**src/rtl/gpsdo_pkg.sv**
```systemverilog
// Shared GPSDO constants and PPS measurement FSM state type; pure declarations.
// No latency or backpressure: consumed at elaboration by the measurement and PID blocks.
package gpsdo_pkg;

  localparam int unsigned PHASE_W       = 24;
  localparam int unsigned PPS_NOMINAL   = 1_000_000;
  localparam int unsigned PPS_MIN_COUNT = 900_000;
  localparam int unsigned PPS_MAX_COUNT = 1_100_000;
  localparam int unsigned PPS_VALID_CNT = 3;

  typedef enum logic [1:0] {
    ST_ARM     = 2'd0,
    ST_MEASURE = 2'd1,
    ST_LOST    = 2'd2
  } pps_state_e;

endpackage

```
**src/rtl/pps_sync_edge.sv**
```systemverilog
// Two-flop synchroniser plus history flop; one-cycle pulse on a synchronised rising edge.
// Latency: pin rise sampled at edge n gives rise_o high for the cycle acted on at edge n+2; no backpressure.
module pps_sync_edge (
  input  logic CLK_SYS,
  input  logic CLK_RST,
  input  logic async_i,
  output logic rise_o
);

  logic [2:0] sync_q;
  logic [2:0] sync_d;

  assign sync_d = {sync_q[1:0], async_i};

  always_ff @(posedge CLK_SYS or negedge CLK_RST) begin
    if (!CLK_RST) begin
      sync_q <= '0;
    end else begin
      sync_q <= sync_d;
    end
  end

  assign rise_o = sync_q[1] & ~sync_q[2];

endmodule

```
**src/rtl/gps_pps_measure.sv**
```systemverilog
// Measures CLK_SYS cycles between accepted GPS PPS edges and publishes them with a Done strobe.
// Latency: phase updates on the accepting edge, Done one cycle later; no backpressure (consumer must keep up).
module gps_pps_measure
  import gpsdo_pkg::*;
#(
  parameter int unsigned MIN_COUNT = PPS_MIN_COUNT,
  parameter int unsigned MAX_COUNT = PPS_MAX_COUNT,
  parameter int unsigned VALID_CNT = PPS_VALID_CNT
) (
  input  logic               CLK_SYS,
  input  logic               CLK_RST,
  input  logic               GPS_PPS,
  output logic [PHASE_W-1:0] Measure_Phase,
  output logic               Measure_Done,
  output logic               PPS_Valid,
  output logic               PPS_Lost
);

  localparam int unsigned GW = $clog2(VALID_CNT + 1);
  localparam logic [PHASE_W-1:0] MinC    = PHASE_W'(MIN_COUNT);
  localparam logic [PHASE_W-1:0] MaxC    = PHASE_W'(MAX_COUNT);
  localparam logic [GW-1:0]      GoodMax = GW'(VALID_CNT);

  pps_state_e         state_q, state_d;
  logic [PHASE_W-1:0] cnt_q, cnt_d;
  logic [PHASE_W-1:0] phase_q, phase_d;
  logic [GW-1:0]      good_q, good_d;
  logic               pend_q, pend_d;
  logic               done_q, done_d;
  logic               valid_q, valid_d;
  logic               lost_q, lost_d;
  logic               pps_rise;
  logic [PHASE_W-1:0] cnt_inc;

  pps_sync_edge u_sync (
    .CLK_SYS (CLK_SYS),
    .CLK_RST (CLK_RST),
    .async_i (GPS_PPS),
    .rise_o  (pps_rise)
  );

  assign cnt_inc = (cnt_q == MaxC) ? MaxC : cnt_q + 1'b1;

  always_ff @(posedge CLK_SYS or negedge CLK_RST) begin
    if (!CLK_RST) begin
      state_q <= ST_ARM;
      cnt_q   <= '0;
      phase_q <= '0;
      good_q  <= '0;
      pend_q  <= 1'b0;
      done_q  <= 1'b0;
      valid_q <= 1'b0;
      lost_q  <= 1'b0;
    end else begin
      state_q <= state_d;
      cnt_q   <= cnt_d;
      phase_q <= phase_d;
      good_q  <= good_d;
      pend_q  <= pend_d;
      done_q  <= done_d;
      valid_q <= valid_d;
      lost_q  <= lost_d;
    end
  end

  // Done trails the phase update by one cycle so the value is settled at its rising edge.
  always_comb begin
    state_d = state_q;
    cnt_d   = cnt_inc;
    phase_d = phase_q;
    good_d  = good_q;
    pend_d  = 1'b0;
    done_d  = pend_q;
    valid_d = valid_q;
    lost_d  = lost_q;
    if (pend_q && (good_q == GoodMax)) begin
      valid_d = 1'b1;
    end
    unique case (state_q)
      ST_ARM: begin
        if (pps_rise) begin
          cnt_d   = PHASE_W'(1);
          state_d = ST_MEASURE;
        end
      end
      ST_MEASURE: begin
        if (pps_rise && (cnt_q >= MinC)) begin
          phase_d = cnt_q;
          cnt_d   = PHASE_W'(1);
          pend_d  = 1'b1;
          if (good_q != GoodMax) begin
            good_d = good_q + 1'b1;
          end
        end else if (!pps_rise && (cnt_q == MaxC)) begin
          state_d = ST_LOST;
          lost_d  = 1'b1;
          valid_d = 1'b0;
          good_d  = '0;
        end
      end
      ST_LOST: begin
        cnt_d = cnt_q;
        if (pps_rise) begin
          cnt_d   = PHASE_W'(1);
          lost_d  = 1'b0;
          state_d = ST_MEASURE;
        end
      end
      default: state_d = ST_ARM;
    endcase
  end

  assign Measure_Phase = phase_q;
  assign Measure_Done  = done_q;
  assign PPS_Valid     = valid_q;
  assign PPS_Lost      = lost_q;

endmodule

```
**config.mk**
```make
export PLATFORM = sky130hd
export DESIGN_NAME = gps_pps_measure
export DESIGN_NICKNAME = d
export VERILOG_FILES = /design/src/rtl/gpsdo_pkg.sv /design/src/rtl/pps_sync_edge.sv /design/src/rtl/gps_pps_measure.sv
export SDC_FILE = /design/constraint.sdc
export NUM_CORES = 1
export LEC_CHECK = 0
export ABC_AREA = 1
export CORE_ASPECT_RATIO = 1.2
export CORE_MARGIN = 2
export CORE_UTILIZATION = 57
export DETAILED_ROUTE_END_ITERATION = 10
export PLACE_DENSITY = 0.79
export SKIP_LAST_GASP = 1
export SYNTH_ARGS = -nofsm -noshare
export SYNTH_HDL_FRONTEND = slang
export SYNTH_SLANG_ARGS = --single-unit
export TNS_END_PERCENT = 50
```
**constraint.sdc**
```tcl
create_clock -name CLK_SYS -period 2.42 [get_ports CLK_SYS]
set_clock_uncertainty 0.2 [all_clocks]
set_input_delay 0.363 -clock CLK_SYS [delete_from_list [all_inputs] [get_ports CLK_SYS]]
set_output_delay 0.363 -clock CLK_SYS [all_outputs]
set_load 0.01 [all_outputs]
```
==> results by group, run 1 <==
Clock tree
  • Maximum level of the CTS H-tree: 3
  • Buffer levels on the longest clock path: 2
  • Latest clock arrival within the worst-skew pair: 0.33 ns
  • Count of clock tree sinks: 59
  • TritonCTS clock tree: built
  • Postcts setup bufs: 0
  • Inserted Clock Buffers: 9
  • Worst-path clk slew: 0.07 ns
  • Clock root cell: sky130_fd_sc_hd__clkbuf_8

Floorplanning
  • Core region area: 0.00530 mm2
  • Die span in y: 85.2 um
  • Die outline width: 71.7 um
  • Die Footprint: 0.00611 mm2
  • Number of placement rows: 29
  • Starting density of the core: 0.592
  • Top-Level Pins: 30

GRT
  • Vias in the first global route: 2765
  • Final global-route overflow total: 0
  • Antenna violations before repair: 0
  • First-pass GRT wire length: 13.2 mm
  • Largest net degree at the start of global routing: 49
  • Overall track demand over capacity in global routing: 0.285

Critical path
  • Worst path buffer plus inverter count: 2
  • Source of the worst register-to-register timing path: cnt_q[10]
  • Cell with the largest stage delay on the worst path: sky130_fd_sc_hd__dfrtp_1
  • CP max FO: 48
  • Critical path start-end classification: reg2reg
  • Delay of the slowest cell on the worst path: 0.45 ns
  • Startpoint type of the worst setup path: flip-flop
  • Startpoint of the worst setup timing path: cnt_q[10]
  • Dominant cell type by count on the critical path: sky130_fd_sc_hd__nand2_1
  • Dominant delay contributor by cell family on the critical path: simple AND/OR/NAND/NOR gates
  • Category of the worst setup path capture point: flip-flop
  • Data required, critical path: 2.48 ns
  • Cells along the critical path: nand2_1 -> inv_1 -> nand3_1 -> nand2_1 -> nand2_1 -> nand2_1 -> nor2_2 -> nor2_4 -> nand2_2 -> buf_4 -> nand2_1 -> o21ai_2
  • WP data arrival: 2.22 ns

Routing
  • DRC violation total after the first TritonRoute iteration: 172
  • Post-route DRC: 0
  • Number of vias in the routed layout: 2876
  • Final WL: 7.98 mm
  • Routed length per instance: 15.3 um
  • Drt via density: 5.51
  • Number of routed nets with antenna violations: 0
  • Initial DRT Pass Iterations: 5

Pwr
  • Standby leakage power: 1.71 nW
  • Switching fraction of total power: 0.268
  • Fraction of power consumed by the clock network: 0.410
  • Combinational group share of total power: 0.125
  • Power per standard cell area: 652 mW/mm2
  • Switching power summed over all nets: 0.650 mW
  • Sequential Power Share: 0.465
  • Cell internal power dissipation: 1.77 mW
  • Max rail drop VDD: 0.438 mV

Yosys
  • Syn nets: 425
  • Mean instance size in the synthesized netlist: 7.48 um2
  • Post-synthesis instance area: 0.00313 mm2
  • Synth top area cells: sky130_fd_sc_hd__dfrtp_1 47%, sky130_fd_sc_hd__nand2_1 15%, sky130_fd_sc_hd__nor2_1 6.3%
  • Proportion of netlist area held by the largest area contributor: 0.471
  • Synth warn: 0
  • Distinct cell type count after synthesis: 24
  • Cell taking the most area after synthesis: sky130_fd_sc_hd__dfrtp_1
  • Sequential element share of the synthesized area: 0.471
  • Number of synthesized register bits: 59
  • Cell count after synthesis: 419

STA
  • Hold Fails Final Rpt: 0
  • Remaining max-slew budget at the tightest pin: 0.621
  • Crit path time final: 2.17 ns
  • RSZ-0062 raised after global routing: no
  • Number of setup violations in the final report: 0
  • Maximum clock frequency: 462 MHz
  • Actual slew at the worst max-slew pin: 0.564 ns
  • Summed negative setup slack over all endpoints: 0 ns
  • Final worst-path cycle share: 0.895
  • Number of pins with negative max-slew slack in the final report: 0
  • Final Worst Setup Slack: 0.255 ns
  • Worst hold slack: 0.157 ns

Layout
  • Area growth from synthesis to layout: 18.6%
  • Share of cells above drive strength 1: 0.0870
  • Commonest non-fill, non-tap cells in the layout: 128 x sky130_fd_sc_hd__nand2_1, 59 x sky130_fd_sc_hd__dfrtp_1, 53 x sky130_fd_sc_hd__nor2_1
  • Leading cell type in the layout, fill and taps excluded: sky130_fd_sc_hd__nand2_1
  • Antenna cells: 0
  • Fill cell count: 464
  • Net count of the finished layout: 463

Placement
  • Number of buffers added on ports: 29
  • Routability congestion estimate from global placement: 1.04
  • Minimum setup slack after placement: 0.194 ns
  • Estimated wirelength of the detail-placed design: 5.95 mm

Worst hold path
  • Tightest Hold Check Type: reg2reg
  • HP Start: u_sync.sync_q[0]

Flow run
  • Max-cap violations: 0

Outcome
  • Run status: finished, final reports clean
## area by class of cell
cell class	count	area, um2	share of cell area
sequential	59	1480	0.397
tap	62	77.6	0.0209
clock inverter	2	60.1	0.0162
timing repair buffer	39	363	0.0976
inverter	45	169	0.0454
clock buffer	12	155	0.0417
multi-input combinational	303	1420	0.381
## synth_stat cells
| cell type | instances |
|---|---|
| sky130_fd_sc_hd__nand4_1 | 12 |
| sky130_fd_sc_hd__a21oi_1 | 7 |
| sky130_fd_sc_hd__nor3_1 | 3 |
| sky130_fd_sc_hd__clkbuf_1 | 4 |
| sky130_fd_sc_hd__nor2_1 | 53 |
| sky130_fd_sc_hd__o22ai_1 | 1 |
| sky130_fd_sc_hd__nand3_1 | 30 |
| sky130_fd_sc_hd__o2111ai_1 | 2 |
| sky130_fd_sc_hd__nor2_2 | 5 |
| sky130_fd_sc_hd__buf_6 | 3 |
| sky130_fd_sc_hd__buf_2 | 4 |
| sky130_fd_sc_hd__o21ai_0 | 21 |
| sky130_fd_sc_hd__o21ai_2 | 5 |
| sky130_fd_sc_hd__inv_1 | 42 |
| sky130_fd_sc_hd__ha_1 | 3 |
| sky130_fd_sc_hd__nand3b_1 | 2 |
| sky130_fd_sc_hd__nor2_4 | 1 |
| sky130_fd_sc_hd__o21ai_1 | 16 |
| sky130_fd_sc_hd__inv_2 | 3 |
| sky130_fd_sc_hd__xor2_1 | 11 |
| sky130_fd_sc_hd__nand2_2 | 2 |
| sky130_fd_sc_hd__dfrtp_1 | 59 |
| sky130_fd_sc_hd__clkbuf_2 | 1 |
| sky130_fd_sc_hd__nand2_1 | 129 |
## through the flow
step                      instance area [um2]  utilization  total power [mW]  std cells
after floorplan                          3130            -              1.31        419
after global placement                   3490        0.659              1.44        507
after detailed placement                 3490        0.659              1.44        507
after CTS                                3720        0.701              2.43        522
after global routing                     3720        0.702              2.53        522
final                                    3720        0.702              2.42        522
## path summary, 6_finish.rpt
check	endpoint	slack [ns]	depth (start not counted)
setup / recovery	Measure_Phase[2]	0.25	12
hold / removal	u_sync.sync_q[1]	0.16	0
setup reg to reg	Measure_Phase[2]	0.25	12
hold reg to reg	u_sync.sync_q[1]	0.16	0
max in group asynchronous	cnt_q[23]	1.15	3
min in group asynchronous	cnt_q[11]	0.25	2
## power groups by stage
stage                     Combinational, mW  Sequential, mW  Clock [mW]
final                                 0.303            1.13       0.994
after floorplan                       0.219            1.09           0
after CTS                             0.302            1.12        1.00
after detailed placement              0.299            1.14           0
after global routing                  0.347            1.13        1.05
after global placement                0.290            1.14           0
## per-layer routing
metal / GRT usage / up-vias / wire length, um
met4: 0.125 / 0 / 160
met2: 0.424 / 117 / 3650
met3: 0.0558 / 20 / 565
met1: 0.404 / 1330 / 3610
li1: - / 1409 / -
met5: 0 / - / 0
## registers in the layout, indices dropped and copies added (netlist names)
signal         cells
Measure_Done       1
Measure_Phase     24
PPS_Lost           1
PPS_Valid          1
cnt_q             24
done_d             1
good_q             2
state_q            2
u_sync.sync_q      3
## what timing repair did
action                                  in CTS  in global routing
hold buffers                                 1                  0
endpoints found under the hold margin       13                  0
endpoints found under the setup margin       0                  4
gates resized for setup                      0                  1
## kinds of logic after synthesis
family | share of synthesized area
buffers and inverters | 0.0774
adder cells (fa/ha/maj) | 0.0120
AND/OR/NAND/NOR | 0.317
flip-flops | 0.471
AO/OA/AOI/OAI | 0.0918
XOR/XNOR | 0.0307
Power figures use the tool's default switching activity.
==> run 2: changes to the inputs <==
CELL_PAD_IN_SITES_DETAIL_PLACEMENT = 0   (was default)
CELL_PAD_IN_SITES_GLOBAL_PLACEMENT = 1   (was default)
CORE_UTILIZATION = 42   (was 57)
PLACE_DENSITY = 0.8   (was 0.79)
==> run 2 against run 1 <==
Fmax rose by 3.1%; clock power about the same; die area rose by 34%; utilization fell by 18 points; flip-flop and latch count did not move; final area grew 1.3%; first-iteration DRC count is 4.1% lower; register-to-register slack better by 0.07 ns; cell count is 5.4% higher; clock-buffer cell count unchanged; via count fell by 1.2%; sequential power barely moved; critical path type unchanged.
==> results by group, run 2 (synthesis results as in run 1) <==
STA
  • Summed negative setup slack over all endpoints: 0 ns
  • Actual slew at the worst max-slew pin: 0.530 ns
  • Number of pins with negative max-slew slack in the final report: 0
  • RSZ-0062 raised after global routing: no
  • Crit path time final: 2.10 ns
  • Final worst-path cycle share: 0.867
  • Worst hold slack: 0.148 ns
  • Remaining max-slew budget at the tightest pin: 0.647
  • Hold Fails Final Rpt: 0
  • Number of setup violations in the final report: 0
  • Maximum clock frequency: 476 MHz

Critical path
  • Critical path start-end classification: reg2reg
  • Category of the worst setup path capture point: flip-flop
  • CP max FO: 12
  • Data required, critical path: 2.44 ns
  • Source of the worst register-to-register timing path: u_sync.sync_q[1]
  • Startpoint type of the worst setup path: flip-flop
  • Depth of the most critical reg-to-reg path: 7
  • Cells along the critical path: inv_1 -> nor2_1 -> inv_1 -> o21ai_0 -> inv_2 -> nand2_2 -> o21ai_0
  • Worst path buffer plus inverter count: 3
  • Delay of the slowest cell on the worst path: 0.35 ns
  • Cell with the largest stage delay on the worst path: sky130_fd_sc_hd__dfrtp_1
  • Capture instance of the worst register-to-register path: cnt_q[10]
  • Reg-to-reg slack, setup: 0.32 ns
  • Dominant delay contributor by cell family on the critical path: simple AND/OR/NAND/NOR gates
  • WP data arrival: 2.12 ns

Floorplanning
  • Die Footprint: 0.00817 mm2
  • Die span in y: 98.6 um
  • Core region area: 0.00723 mm2
  • Starting density of the core: 0.433
  • Top-Level Pins: 30
  • Die outline width: 82.9 um
  • Number of placement rows: 34

Clock tree
  • Worst-path clk slew: 0.07 ns
  • Buffer levels on the longest clock path: 2
  • Clock root cell: sky130_fd_sc_hd__clkbuf_8
  • Latest clock arrival within the worst-skew pair: 0.34 ns
  • TritonCTS clock tree: built
  • Count of clock tree sinks: 59
  • Inserted Clock Buffers: 9
  • Maximum level of the CTS H-tree: 3

Worst hold path
  • HP Start: u_sync.sync_q[0]
  • Tightest Hold Check Type: reg2reg
  • Worst Hold End: u_sync.sync_q[1]
  • Hold-critical path depth: 0

Pwr
  • Cell internal power dissipation: 1.77 mW
  • Standby leakage power: 1.72 nW
  • Sequential Power Share: 0.462
  • Switching power summed over all nets: 0.637 mW
  • Fraction of power consumed by the clock network: 0.416
  • Power per standard cell area: 639 mW/mm2
  • Max rail drop VDD: 0.285 mV
  • Combinational group share of total power: 0.122
  • Switching fraction of total power: 0.265

Layout
  • Share of cells above drive strength 1: 0.0891
  • Fill cell count: 734
  • Area growth from synthesis to layout: 20.2%
  • Leading cell type in the layout, fill and taps excluded: sky130_fd_sc_hd__nand2_1
  • Antenna cells: 0
  • Commonest non-fill, non-tap cells in the layout: 128 x sky130_fd_sc_hd__nand2_1, 59 x sky130_fd_sc_hd__dfrtp_1, 53 x sky130_fd_sc_hd__nor2_1
  • Net count of the finished layout: 463

Routing
  • Final WL: 8.43 mm
  • DRC violation total after the first TritonRoute iteration: 165
  • Number of vias in the routed layout: 2841
  • Post-route DRC: 0
  • Initial DRT Pass Iterations: 5
  • Number of routed nets with antenna violations: 0
  • Drt via density: 5.17
  • Routed length per instance: 15.3 um

Placement
  • Routability congestion estimate from global placement: 0.922
  • Number of buffers added on ports: 29
  • Estimated wirelength of the detail-placed design: 6.31 mm

Flow run
  • Max-cap violations: 0

GRT
  • Vias in the first global route: 2686
  • First-pass GRT wire length: 14.0 mm
  • Overall track demand over capacity in global routing: 0.222
  • Antenna violations before repair: 0
  • Largest net degree at the start of global routing: 49
  • Final global-route overflow total: 0

Outcome
  • Run status: finished, final reports clean
## run 2: worst max-delay path by stage
stage	from	end	slack, ns	cells after the start
6_report	u_sync.sync_q[1]	cnt_q[10]	0.32	7
4_1_cts	u_sync.sync_q[1]	cnt_q[5]	0.10	7
5_1_grt	u_sync.sync_q[1]	cnt_q[10]	0.08	7
3_5_place_dp	u_sync.sync_q[1]	cnt_q[5]	0.11	7
2_1_floorplan	cnt_q[20]	Measure_Phase[0]	0.58	13
3_3_place_gp	u_sync.sync_q[2]	cnt_q[10]	0.12	6
## run 2: area by class of cell
cell class                 count  area, um2  area share
clock inverter                 2       60.1      0.0159
clock buffer                  12        155      0.0412
timing repair buffer          39        375      0.0997
multi-input combinational    303       1420       0.376
tap                           90        113      0.0299
sequential                    59       1480       0.392
inverter                      45        169      0.0449
## run 2: through the flow
stage	area, um2	total power [mW]	setup slack (ns)	utilization	cells
CTS	3760	2.44	0.103	0.520	550
detailed placement	3540	1.43	0.111	0.489	535
floorplan	3130	1.31	0.581	-	419
global route	3770	2.54	0.0769	0.521	550
finish	3770	2.41	0.321	0.521	550
global placement	3540	1.42	0.117	0.489	535
## run 2: routing by layer
layer / GRT usage / vias up / share of wire / wire, um
met1: 0.271 / 1326 / 0.43 / 3630
li1: - / 1411 / - / -
met5: 0 / - / 0 / 0
met3: 0.0536 / 15 / 0.037 / 312
met4: 0.0921 / 0 / 0.028 / 239
met2: 0.377 / 89 / 0.50 / 4240
## run 2: worst reg2reg max path, cell delays in order (launching register included)
cell and delay (ns):
sky130_fd_sc_hd__dfrtp_1 0.35, sky130_fd_sc_hd__inv_1 0.04, sky130_fd_sc_hd__nor2_1 0.24, sky130_fd_sc_hd__inv_1 0.22
sky130_fd_sc_hd__o21ai_0 0.34, sky130_fd_sc_hd__inv_2 0.21, sky130_fd_sc_hd__nand2_2 0.25, sky130_fd_sc_hd__o21ai_0 0.12
## run 2: repair_timing
item	in CTS	in global routing
hold buffers	1	0
setup endpoints to repair	0	10
hold endpoints to repair	21	0
setup buffers	0	0
gates resized for setup	0	2
## run 2: power groups by stage
stage	logic (mW)	clock network [mW]	registers (mW)
2_1_floorplan	0.219	0	1.09
3_3_place_gp	0.294	0	1.13
3_5_place_dp	0.297	0	1.13
4_1_cts	0.299	1.03	1.11
5_1_grt	0.343	1.07	1.12
6_report	0.295	1.00	1.11
==> run 3: changes to the inputs <==
CAP_MARGIN = 20   (was default)
RECOVER_POWER = 100   (was default)
==> run 3 against run 2 <==
Clock-buffer cell count is the same; first-iteration DRC count stayed put; via count is 0.28% lower; register-to-register slack barely moved; non-clock buffer count unchanged; sequential power about the same.
==> results by group, run 3 (synthesis results as in run 1) <==
GRT
  • Largest net degree at the start of global routing: 49
  • First-pass GRT wire length: 14.0 mm
  • Antenna violations before repair: 0
  • Met1 Resource Use GR: 0.271
  • Vias in the first global route: 2686
  • Final global-route overflow total: 0
  • Overall track demand over capacity in global routing: 0.222
  • Fraction of met3 tracks used by global routing: 0.0536
  • Global Route met2 Usage: 0.377
  • Most Used Layer, Global Route: met2

Routing
  • Routed length per instance: 15.3 um
  • Initial DRT Pass Iterations: 5
  • DRC violation total after the first TritonRoute iteration: 165
  • Number of routed nets with antenna violations: 0
  • Post-route DRC: 0
  • Drt via density: 5.15
  • Final WL: 8.42 mm
  • Number of vias in the routed layout: 2833

Clock tree
  • Maximum level of the CTS H-tree: 3
  • Count of clock tree sinks: 59
  • Worst-path clk slew: 0.06 ns
  • Clock root cell: sky130_fd_sc_hd__clkbuf_8
  • Buffer levels on the longest clock path: 2
  • Inserted Clock Buffers: 9
  • Latest clock arrival within the worst-skew pair: 0.35 ns
  • TritonCTS clock tree: built

Pwr
  • Standby leakage power: 1.81 nW
  • Max rail drop VDD: 0.287 mV
  • Tot Pwr: 2.40 mW
  • Power per standard cell area: 641 mW/mm2

Floorplanning
  • Number of placement rows: 34
  • Die outline width: 82.9 um
  • Core region area: 0.00723 mm2
  • Starting density of the core: 0.433
  • Top-Level Pins: 30
  • Die span in y: 98.6 um
  • Die Footprint: 0.00817 mm2

Worst hold path
  • Tightest Hold Check Type: reg2reg
  • HP Start: u_sync.sync_q[0]

STA
  • Maximum clock frequency: 475 MHz
  • Final Worst Setup Slack: 0.316 ns
  • RSZ-0062 raised after global routing: no
  • Number of setup violations in the final report: 0
  • Hold Fails Final Rpt: 0
  • Number of pins with negative max-slew slack in the final report: 0
  • Worst hold slack: 0.148 ns
  • Actual slew at the worst max-slew pin: 1.27 ns
  • Remaining max-slew budget at the tightest pin: 0.153
  • Crit path time final: 2.10 ns
  • Summed negative setup slack over all endpoints: 0 ns
  • Final worst-path cycle share: 0.870

Outcome
  • Run status: finished, final reports clean

Layout
  • Antenna cells: 0
  • Leading cell type in the layout, fill and taps excluded: sky130_fd_sc_hd__nand2_1
  • Post-route core utilization: 0.518
  • Area growth from synthesis to layout: 19.4%
  • Net count of the finished layout: 463
  • Commonest non-fill, non-tap cells in the layout: 128 x sky130_fd_sc_hd__nand2_1, 59 x sky130_fd_sc_hd__dfrtp_1, 54 x sky130_fd_sc_hd__nor2_1
  • Share of cells above drive strength 1: 0.0739

Critical path
  • Startpoint of the worst setup timing path: cnt_q[15]
  • Source of the worst register-to-register timing path: cnt_q[15]
  • Category of the worst setup path capture point: flip-flop
  • Critical path start-end classification: reg2reg
  • CP max FO: 48
  • WP data arrival: 2.12 ns
  • Startpoint type of the worst setup path: flip-flop
  • Data required, critical path: 2.43 ns

Flow run
  • Max-cap violations: 0

Placement
  • Minimum setup slack after placement: 0.111 ns
  • Routability congestion estimate from global placement: 0.922
  • Number of buffers added on ports: 29
  • Estimated wirelength of the detail-placed design: 6.31 mm
## run 3: cell types whose count changed in the layout (fill, tap and decap cells not counted), moves of 2 or more
cell / previous run / this run
sky130_fd_sc_hd__o21ai_1: 16 / 2
sky130_fd_sc_hd__dlygate4sd3_1: 1 / 29
sky130_fd_sc_hd__o21ai_2: 5 / 1
sky130_fd_sc_hd__clkbuf_1: 1 / 3
sky130_fd_sc_hd__o21ai_0: 21 / 39
sky130_fd_sc_hd__clkdlybuf4s50_1: 28 / 0
## run 3: final timing paths
path                                      to  slack [ns]  cells after the start
max                        Measure_Phase[14]        0.32                     12
min                         u_sync.sync_q[1]        0.15                      0
max reg2reg                Measure_Phase[14]        0.32                     12
min reg2reg                 u_sync.sync_q[1]        0.15                      0
max in group asynchronous          cnt_q[10]        0.59                      3
min in group asynchronous           cnt_q[8]        0.61                      2
## run 3: area by class of cell
type	instances	area (um2)
fill	744	3490
sequential	59	1480
multi-input combinational	303	1400
timing repair buffer	39	370
inverter	45	169
clock buffer	12	155
tap	90	113
clock inverter	2	60.1
## run 3: what timing repair did
action                                  4_1_cts  5_1_grt
hold buffers                                  1        0
resized for setup                             0        2
hold endpoints to repair                     21        0
setup buffers                                 0        0
endpoints found under the setup margin        0       10
## run 3: metrics by stage
stage,cells,area (um2)
floorplan,419,3130
global placement,535,3540
detailed placement,535,3540
CTS,550,3760
global route,550,3740
finish,550,3740
## run 3: routing by layer
layer / up-vias / wire, um
met5: - / 0
met4: 0 / 257
met3: 20 / 331
met2: 96 / 4200
met1: 1305 / 3630
li1: 1412 / -
## run 3: power breakdown
group,switching (mW),internal [mW],total [mW]
registers,0.0725,1.04,1.11
clock network,0.377,0.625,1.00
logic,0.179,0.106,0.286
total,0.629,1.77,2.40
## run 3: worst max-delay path: stages (launching register included)
cell	delay, ns
sky130_fd_sc_hd__dfrtp_1	0.46
sky130_fd_sc_hd__inv_2	0.06
sky130_fd_sc_hd__nor2_1	0.16
sky130_fd_sc_hd__nand2_1	0.07
sky130_fd_sc_hd__nor2_1	0.15
sky130_fd_sc_hd__inv_1	0.07
sky130_fd_sc_hd__nor2_2	0.11
sky130_fd_sc_hd__nor2_2	0.06
sky130_fd_sc_hd__nor2_4	0.10
sky130_fd_sc_hd__nand2_2	0.05
sky130_fd_sc_hd__buf_4	0.26
sky130_fd_sc_hd__nand2_1	0.11
sky130_fd_sc_hd__o21ai_0	0.08
